--- src/rtl/notch2_pkg.sv ---
// Shared widths, state/coefficient enums and the round/reduce helper for the notch2 biquad.
// Optional feature macro: NOTCH2_SATURATE_EN (clamp on overflow instead of wrapping).
package notch2_pkg;

    localparam int unsigned DW = 16;  // sample width
    localparam int unsigned CW = 16;  // coefficient width
    localparam int unsigned CF = 14;  // coefficient fraction bits (Q2.14)
    localparam int unsigned AW = 40;  // accumulator width, >= DW+CW+3

    typedef enum logic [1:0] {
        StIdle,
        StMac,
        StRnd,
        StOut
    } state_e;

    typedef enum logic [2:0] {
        B0 = 3'd0,
        B1 = 3'd1,
        B2 = 3'd2,
        A1 = 3'd3,
        A2 = 3'd4
    } coef_e;

    typedef struct packed {
        logic [DW-1:0] val;
`ifdef NOTCH2_SATURATE_EN
        logic          sat;
`endif
    } rnd_t;

    // Half an LSB of the output, added before the fraction bits are dropped
    localparam logic [AW-1:0] RndHalf = {{(AW-CF){1'b0}}, 1'b1, {(CF-1){1'b0}}};
    localparam logic signed [AW-1:0] YMax = {{(AW-DW+1){1'b0}}, {(DW-1){1'b1}}};
    localparam logic signed [AW-1:0] YMin = {{(AW-DW+1){1'b1}}, {(DW-1){1'b0}}};

    // Round to nearest (ties toward +inf), drop CF fraction bits, then clamp or wrap to DW
    function automatic rnd_t rnd_reduce(input logic [AW-1:0] acc);
        logic signed [AW-1:0] shifted;
        rnd_t                 res;
        shifted = $signed(acc + RndHalf) >>> CF;
`ifdef NOTCH2_SATURATE_EN
        res.sat = 1'b1;
        if (shifted > YMax) begin
            res.val = {1'b0, {(DW-1){1'b1}}};
        end else if (shifted < YMin) begin
            res.val = {1'b1, {(DW-1){1'b0}}};
        end else begin
            res.val = DW'(shifted);
            res.sat = 1'b0;
        end
`else
        res.val = DW'(shifted);
`endif
        return res;
    endfunction

endpackage

--- src/rtl/notch2_mac.sv ---
// Single time-multiplexed signed multiplier feeding a registered AW-bit accumulator.
// The sample operand is one bit wider than DW so that negated history (-y) never overflows.
module notch2_mac
    import notch2_pkg::*;
(
    input  logic          clk,
    input  logic          rst_n,
    input  logic          clr,
    input  logic          en,
    input  logic [CW-1:0] coef,
    input  logic [DW:0]   sample,
    output logic [AW-1:0] acc
);

    logic signed [CW+DW:0] prod;
    logic [AW-1:0]         acc_q;

    assign prod = $signed(coef) * $signed(sample);
    assign acc  = acc_q;

    // Accumulate one full-precision, sign-extended product per enabled cycle
    always_ff @(posedge clk or negedge rst_n) begin
        if (!rst_n) begin
            acc_q <= '0;
        end else if (clr) begin
            acc_q <= '0;
        end else if (en) begin
            acc_q <= acc_q + {{(AW-CW-DW-1){prod[CW+DW]}}, prod};
        end
    end

endmodule

--- src/rtl/notch2_biquad_iir.sv ---
// Direct-form-I biquad notch: y = b0*x0 + b1*x1 + b2*x2 - a1*y1 - a2*y2, one sample per 8 cycles.
// Optional feature macro: NOTCH2_SATURATE_EN (adds sat_flag output and output clamping).
module notch2_biquad_iir
    import notch2_pkg::*;
(
    input  logic          clk,
    input  logic          rst_n,
    input  logic          in_valid,
    output logic          in_ready,
    input  logic [DW-1:0] in_data,
    output logic          out_valid,
    input  logic          out_ready,
    output logic [DW-1:0] out_data,
    input  logic          coef_we,
    input  logic [2:0]    coef_addr,
    input  logic [CW-1:0] coef_wdata,
    input  logic          flush,
`ifdef NOTCH2_SATURATE_EN
    output logic          sat_flag,
`endif
    output logic          busy
);

    state_e        state_q, state_d;
    logic [2:0]    tap_q, tap_d;
    logic [DW-1:0] x0_q, x0_d, x1_q, x1_d, x2_q, x2_d;
    logic [DW-1:0] y1_q, y1_d, y2_q, y2_d;
    logic [DW-1:0] out_data_q, out_data_d;
    logic [CW-1:0] b0_q, b1_q, b2_q, a1_q, a2_q;
    logic          accept, coef_wr;
    logic          mac_en;
    logic [CW-1:0] mac_coef;
    logic [DW:0]   mac_sample;
    logic [AW-1:0] mac_acc;
    rnd_t          rnd;
`ifdef NOTCH2_SATURATE_EN
    logic          sat_q, sat_d;
    assign sat_flag = sat_q;
`endif

    // flush wins over an incoming sample, so the handshake is withheld while it is high
    assign in_ready  = (state_q == StIdle) && !flush;
    assign accept    = in_ready && in_valid;
    assign out_valid = (state_q == StOut) && !flush;
    assign busy      = (state_q != StIdle);
    assign out_data  = out_data_q;
    assign coef_wr   = coef_we && (state_q == StIdle);
    assign mac_en    = (state_q == StMac);
    assign rnd       = rnd_reduce(mac_acc);

    notch2_mac u_mac (
        .clk    (clk),
        .rst_n  (rst_n),
        .clr    (accept),
        .en     (mac_en),
        .coef   (mac_coef),
        .sample (mac_sample),
        .acc    (mac_acc)
    );

    // Select coefficient/sample pair for the current tap; feedback taps use negated history
    always_comb begin
        mac_coef   = '0;
        mac_sample = '0;
        unique case (tap_q)
            3'd0: begin
                mac_coef   = b0_q;
                mac_sample = {x0_q[DW-1], x0_q};
            end
            3'd1: begin
                mac_coef   = b1_q;
                mac_sample = {x1_q[DW-1], x1_q};
            end
            3'd2: begin
                mac_coef   = b2_q;
                mac_sample = {x2_q[DW-1], x2_q};
            end
            3'd3: begin
                mac_coef   = a1_q;
                mac_sample = -{y1_q[DW-1], y1_q};
            end
            3'd4: begin
                mac_coef   = a2_q;
                mac_sample = -{y2_q[DW-1], y2_q};
            end
            default: begin
                mac_coef   = '0;
                mac_sample = '0;
            end
        endcase
    end

    // FSM next state, history shift on RND, and flush abort
    always_comb begin
        state_d    = state_q;
        tap_d      = tap_q;
        x0_d       = x0_q;
        x1_d       = x1_q;
        x2_d       = x2_q;
        y1_d       = y1_q;
        y2_d       = y2_q;
        out_data_d = out_data_q;
`ifdef NOTCH2_SATURATE_EN
        sat_d      = sat_q;
`endif
        unique case (state_q)
            StIdle: begin
                if (accept) begin
                    x0_d    = in_data;
                    tap_d   = 3'd0;
                    state_d = StMac;
                end
            end
            StMac: begin
                if (tap_q == 3'd4) begin
                    state_d = StRnd;
                end else begin
                    tap_d = tap_q + 3'd1;
                end
            end
            StRnd: begin
                out_data_d = rnd.val;
                x2_d       = x1_q;
                x1_d       = x0_q;
                y2_d       = y1_q;
                y1_d       = rnd.val;
`ifdef NOTCH2_SATURATE_EN
                sat_d      = sat_q | rnd.sat;
`endif
                state_d    = StOut;
            end
            StOut: begin
                if (out_ready) begin
                    state_d = StIdle;
                end
            end
            default: state_d = StIdle;
        endcase
        if (flush) begin
            state_d = StIdle;
            x0_d    = '0;
            x1_d    = '0;
            x2_d    = '0;
            y1_d    = '0;
            y2_d    = '0;
`ifdef NOTCH2_SATURATE_EN
            sat_d   = 1'b0;
`endif
        end
    end

    // State, history and output registers
    always_ff @(posedge clk or negedge rst_n) begin
        if (!rst_n) begin
            state_q    <= StIdle;
            tap_q      <= 3'd0;
            x0_q       <= '0;
            x1_q       <= '0;
            x2_q       <= '0;
            y1_q       <= '0;
            y2_q       <= '0;
            out_data_q <= '0;
`ifdef NOTCH2_SATURATE_EN
            sat_q      <= 1'b0;
`endif
        end else begin
            state_q    <= state_d;
            tap_q      <= tap_d;
            x0_q       <= x0_d;
            x1_q       <= x1_d;
            x2_q       <= x2_d;
            y1_q       <= y1_d;
            y2_q       <= y2_d;
            out_data_q <= out_data_d;
`ifdef NOTCH2_SATURATE_EN
            sat_q      <= sat_d;
`endif
        end
    end

    // Coefficient bank; writes only land while idle, reset gives passthrough (b0 = 1.0)
    always_ff @(posedge clk or negedge rst_n) begin
        if (!rst_n) begin
            b0_q <= CW'(16384);
            b1_q <= '0;
            b2_q <= '0;
            a1_q <= '0;
            a2_q <= '0;
        end else if (coef_wr) begin
            case (coef_e'(coef_addr))
                B0:      b0_q <= coef_wdata;
                B1:      b1_q <= coef_wdata;
                B2:      b2_q <= coef_wdata;
                A1:      a1_q <= coef_wdata;
                A2:      a2_q <= coef_wdata;
                default: ;
            endcase
        end
    end

endmodule

--- config.mk ---
export PLATFORM = sky130hd
export DESIGN_NAME = notch2_biquad_iir
export DESIGN_NICKNAME = d
export VERILOG_FILES = /design/src/rtl/notch2_pkg.sv /design/src/rtl/notch2_mac.sv /design/src/rtl/notch2_biquad_iir.sv
export SDC_FILE = /design/constraint.sdc
export NUM_CORES = 1
export LEC_CHECK = 0
export CORE_MARGIN = 1.5
export CORE_UTILIZATION = 59
export DETAILED_ROUTE_END_ITERATION = 7
export PLACE_DENSITY = 0.77
export RECOVER_POWER = 100
export SLEW_MARGIN = 5
export SYNTH_ARGS = -nofsm -noshare
export SYNTH_HDL_FRONTEND = slang
export SYNTH_HIERARCHICAL = 1
export SYNTH_SLANG_ARGS = --single-unit
--- constraint.sdc ---
create_clock -name clk -period 19.4 [get_ports clk]
set_input_delay 3.88 -clock clk [delete_from_list [all_inputs] [get_ports clk]]
set_output_delay 3.88 -clock clk [all_outputs]
set_load 0.005 [all_outputs]
Yosys cells after proc, flatten, opt, wreduce, memory -nomap -nowiden
Cells that the tools add are included.
Widths: inputs -> output; s select.
{"block": "totals", "reg_bits": 221, "input_bits": 41, "out_inout_bits": 19, "elab_cells": 81}
{"block": "classes", "add_sub_neg": 5, "n_mul": 1, "n_eq_ne": 16, "mux": 23, "reduce_logical": 22}
{"operator": "$mux 16", "count": 11}
{"operator": "$pmux 17 s5", "count": 1}
{"operator": "$mux 40", "count": 2}
{"operator": "$pmux 16 s5", "count": 1}
{"operator": "$add 40x40->40", "count": 1}
{"operator": "$neg 17->17", "count": 2}
{"operator": "$mul 16x17->33", "count": 1}
{"operator": "$add 30x14->30 const B", "count": 1}
{"operator": "$eq 3x2->1 const B", "count": 4}
{"operator": "$reduce_and 2->1", "count": 6}
{"operator": "$reduce_bool 2->1", "count": 6}
{"operator": "$mux 2", "count": 4}
{"operator": "$pmux 2 s4", "count": 1}
{"operator": "$eq 3x1->1 const B", "count": 2}
{"operator": "$eq 3x3->1 const B", "count": 2}
{"operator": "$logic_not 3->1", "count": 2}
{"operator": "$mux 3", "count": 2}
{"operator": "$ne 3x3->1 const B", "count": 2}
{"operator": "$pmux 3 s2", "count": 1}
{"operator": "$reduce_and 3->1", "count": 2}
{"operator": "$eq 2x2->1 const B", "count": 2}
{"operator": "$logic_and 1x1->1", "count": 4}
{"operator": "$ne 2x2->1 const B", "count": 2}
{"operator": "$add 3x1->3 const B", "count": 1}
{"operator": "other kinds (4)", "count": 4}

Longest topological paths before layout
{"block": "logic_depth", "depth_word": 6, "mapped_depth": 42, "depth_no_buf": 38}

Hierarchy
The synthesis kept the hierarchy.
{"module": "notch2_mac", "instances": 1, "cells_each": 1563, "area_per_inst_um2": 13962.1, "seq_area_each_um2": 1001.0}
{"module": "notch2_biquad_iir", "instances": 1, "cells_each": 829, "area_per_inst_um2": 8849.7, "seq_area_each_um2": 4530.6}

Worst setup path after synthesis
Ideal clock, no wire load.
{"block": "synth_timing", "path_kind": "reg-to-reg", "from": "register tap_q[0]", "to": "register u_mac.acc_q[39] (netlist: u_mac/acc[39])", "setup_ns": 0.128, "t_arrival_ns": 9.652, "required_ns": 19.272, "slack_ns": 9.621, "stages_incl_launch_ff": 41, "path_buffers": 5, "period_less_slack_ns": 9.779, "path_cell_list": "dfrtp_1 -> inv_1 -> ha_1 -> clkbuf_1 -> nor2b_1 -> clkbuf_1 -> buf_1 -> nand2_1 -> nand3_1 -> clkbuf_1 -> nand2_1 -> inv_1 -> fa_1 -> fa_1 -> fa_1 -> fa_1 -> fa_1 -> inv_1 -> [... 5 more ...] -> o21ai_0 -> a21boi_0 -> o21ai_0 -> nor2_1 -> a211oi_1 -> o21a_1 -> xnor2_1 -> ha_1 -> clkbuf_1 -> a21oi_1 -> o211ai_1 -> a211oi_1 -> o21bai_1 -> a221oi_1 -> a21oi_1 -> or3_1 -> mux2i_1 -> mux2_1"}
{"block": "synth_via", "elab_chain_len": 6, "elab_cells_between_ends": 11, "classes_between": "add/sub (1); mul (1); eq/ne (4); mux (4); reduce/logical (1)"}
{"element": "from (decl)", "line": "notch2_biquad_iir.sv:25", "rtl": "logic [2:0] tap_q, tap_d;"}
{"element": "from (signal assigned)", "line": "notch2_biquad_iir.sv:168", "rtl": "tap_q <= tap_d;"}
{"element": "$eq 3x3->1 (tied with other cells)", "line": "notch2_biquad_iir.sv:65", "rtl": "unique case (tap_q)"}
{"element": "$pmux 16 s5 *", "line": "notch2_biquad_iir.sv:65"}
{"element": "via mac_coef[2]", "line": "notch2_biquad_iir.sv:32", "rtl": "logic [CW-1:0] mac_coef;"}
{"element": "$mul 16x17->33 *", "line": "notch2_mac.sv:18", "rtl": "assign prod = $signed(coef) * $signed(sample);"}
{"element": "$add 40x40->40 *", "line": "notch2_mac.sv:28", "rtl": "acc_q <= acc_q + {{(AW-CW-DW-1){prod[CW+DW]}}, prod};"}
{"element": "$mux 40 *", "line": "notch2_mac.sv:27", "rtl": "end else if (en) begin"}
{"element": "$mux 40 *", "line": "notch2_mac.sv:25", "rtl": "end else if (clr) begin"}
{"element": "to (signal assigned)", "line": "notch2_mac.sv:28"}
{"element": "to (decl)", "line": "notch2_mac.sv:16", "rtl": "logic [AW-1:0] acc_q;"}
Mark *: on every way through the listed nets, which the timed path passes. The rest lies on a longest branch. The select of a mux whose other input is x is not followed.
A chain may end at the register's enable or synchronous reset.

==> flow_metrics.env <==
export IMPL_path_clk_slew_ns=0.06
export IMPL_status="finished, violations left"
export IMPL_vias_per_cell=5.932
export IMPL_hold_path_end="out_data[3]"
export IMPL_ctsHoldBuffers=0
export IMPL_seqCellArea_mm2=0.005281
export IMPL_synth_warnings=6
export IMPL_post_route_period_util_pct=63.90
export IMPL_cp_arrival_ns=12.09
export IMPL_clk_latency_ns=0.54
export IMPL_syn_inst=2219
export IMPL_rows=69
export IMPL_end_kind="asynchronous set/reset pin"
export IMPL_grt_pass1_wl_um=85080
export IMPL_maxCapViolCount=7
export IMPL_required_ns=19.09
export IMPL_syn_area_per_cell_um2=9.569
export IMPL_r2r_slack_ns=8.59
export IMPL_core_area_mm2=0.03548
export IMPL_io_pin_count=60
export IMPL_clock_sinks=211
export IMPL_hold_viol=0
export IMPL_fin_tns_setup_ns=0
export IMPL_multi_input_area_mm2=0.01435
export IMPL_synthesis_area_mm2=0.02123
export IMPL_layout_drive_gt1_share_pct=6.854
export IMPL_hold_depth=1
export IMPL_initial_core_util_pct=59.84
export IMPL_violations="max-capacitance violations, max-slew violations"
export IMPL_gp_congestion=0.9004
export IMPL_rsz0062_at_grt="no"
export IMPL_cp_startpoint="rst_n"
export IMPL_synth_nets=2647
export IMPL_grt_overflow_total=0
export IMPL_wire_per_inst_um=18.90
export IMPL_timing_rr_start="tap_q[1]"
export IMPL_grt_max_degree=79
export IMPL_dieHeight_um=192.7
export IMPL_io_buffer_count=59
export IMPL_setup_viol=0
export IMPL_drt_pass1_iter_count=6
export IMPL_cp_max_fo=78
export IMPL_skew_ns=0.03420
export IMPL_die_width_um=192.7
export IMPL_num_vias=16070
export IMPL_syn2layout_area_growth_pct=7.808
export IMPL_holdWs_ns=0.4755
export IMPL_cts_buffers=23
export IMPL_hold_start="out_data[3]"
export IMPL_cts_tree="yes"
export IMPL_drtIter0Drc=1044
export IMPL_n_antenna_cell=0
export IMPL_r2r_end="u_mac/acc[29]"
export IMPL_dp_hpwl_um=38180
export IMPL_min_period_ns=12.40
export IMPL_drt_total_wl_um=51180
export IMPL_cts_buffer_depth=3
export IMPL_slew_headroom_pct=-164.8
export IMPL_worst_setup_path_start_kind="primary input"
export IMPL_drc=0
export IMPL_postCtsSetupRepairBufs=0
export IMPL_drv_slew=433
export IMPL_clock_root_buffer="clkbuf_16"
export IMPL_cts_htree_levels=1
export IMPL_worst_pin_slew_ns=3.973
export IMPL_fill_cells=2842
export IMPL_fin_nets=2658
export IMPL_grt_usage_pct=28.92
export IMPL_ant_nets=0
export IMPL_min_path_type="register to register"
export IMPL_grt_pass1_vias=16910
export IMPL_die_area_mm2=0.03714
export IMPL_max_freq_ghz=0.08067
export IMPL_rr_worst_depth=35
export IMPL_critical_path_class="primary input to asynchronous set/reset pin"
export IMPL_antenna_found_initial=0
export IMPL_cts_resized=0
cell type report:
type                            instances  share of cell area [%]
Tap cell                              461                   2.520
Multi-Input combinational cell       1590                   62.68
Sequential cell                       211                   23.07
Clock inverter                          9                  0.3772
Clock buffer                           33                   2.853
Timing Repair Buffer                   86                   3.285
Inverter                              318                   5.215
through the flow:
| stage | cell area (um^2) | cells | util, % | setup slack, ns |
|---|---|---|---|---|
| final | 22890 | 2708 | 64.51 | 7.003 |
| after global routing | 22890 | 2708 | 64.51 | 4.986 |
| after CTS | 22940 | 2708 | 64.66 | 9.131 |
| after detailed placement | 22200 | 2666 | 62.58 | 9.146 |
| after global placement | 22200 | 2666 | 62.58 | 9.483 |
| after floorplan | 21230 | 2219 | - | 10.26 |
flip-flops by register name, summed over array words and instances (netlist names):
register / flops
b1_q: 16
a1_q: 16
y1_q: 16
a2_q: 16
b0_q: 16
x0_q: 16
u_mac/acc: 30
x2_q: 16
tap_q: 3
out_data: 16
y2_q: 16
state_q: 2
b2_q: 16
x1_q: 16
per-layer routing:
layer	wire length, um	track usage (%)	share of wire [%]	vias up
met5	0	0	0	-
met3	2824	3.237	5.5	110
li1	-	-	-	7239
met1	21170	37.81	41	8230
met2	25440	50.03	50	486
met4	1744	9.839	3.4	0
cell usage in the layout (no fill, tap or decap), drive strengths merged, types with 13 or more instances in the layout:
master,n
dfrtp,210
nand2,238
o21ai,44
fa,263
buf,20
and2,134
mux2i,71
mux2,81
xor2,27
a21o,24
nand4,15
a211oi,18
clkdlybuf4s50,36
xnor2,40
ha,124
dlygate4sd3,21
o21a,13
nor3,26
nor2,168
a21oi,57
clkbuf,42
nand2b,13
inv,317
a22oi,45
nand3,44
nor2b,16
worst max-delay path by stage:
stage / end / slack (ns) / depth (start not counted)
floorplan: u_mac/acc[29] / 10.26 / 39
global placement: u_mac/acc[29] / 9.48 / 35
detailed placement: u_mac/acc[29] / 9.15 / 35
CTS: u_mac/acc[29] / 9.13 / 35
global route: a1_q[5] / 4.99 / 3
finish: a2_q[10] / 7.00 / 3
critical path: stages:
cell and delay (ns):
clkbuf_1 2.60, clkbuf_1 2.55, clkbuf_1 2.96
Power is not shown: default switching activity piles up to over one toggle a cycle in this logic, so the estimate is an artifact.
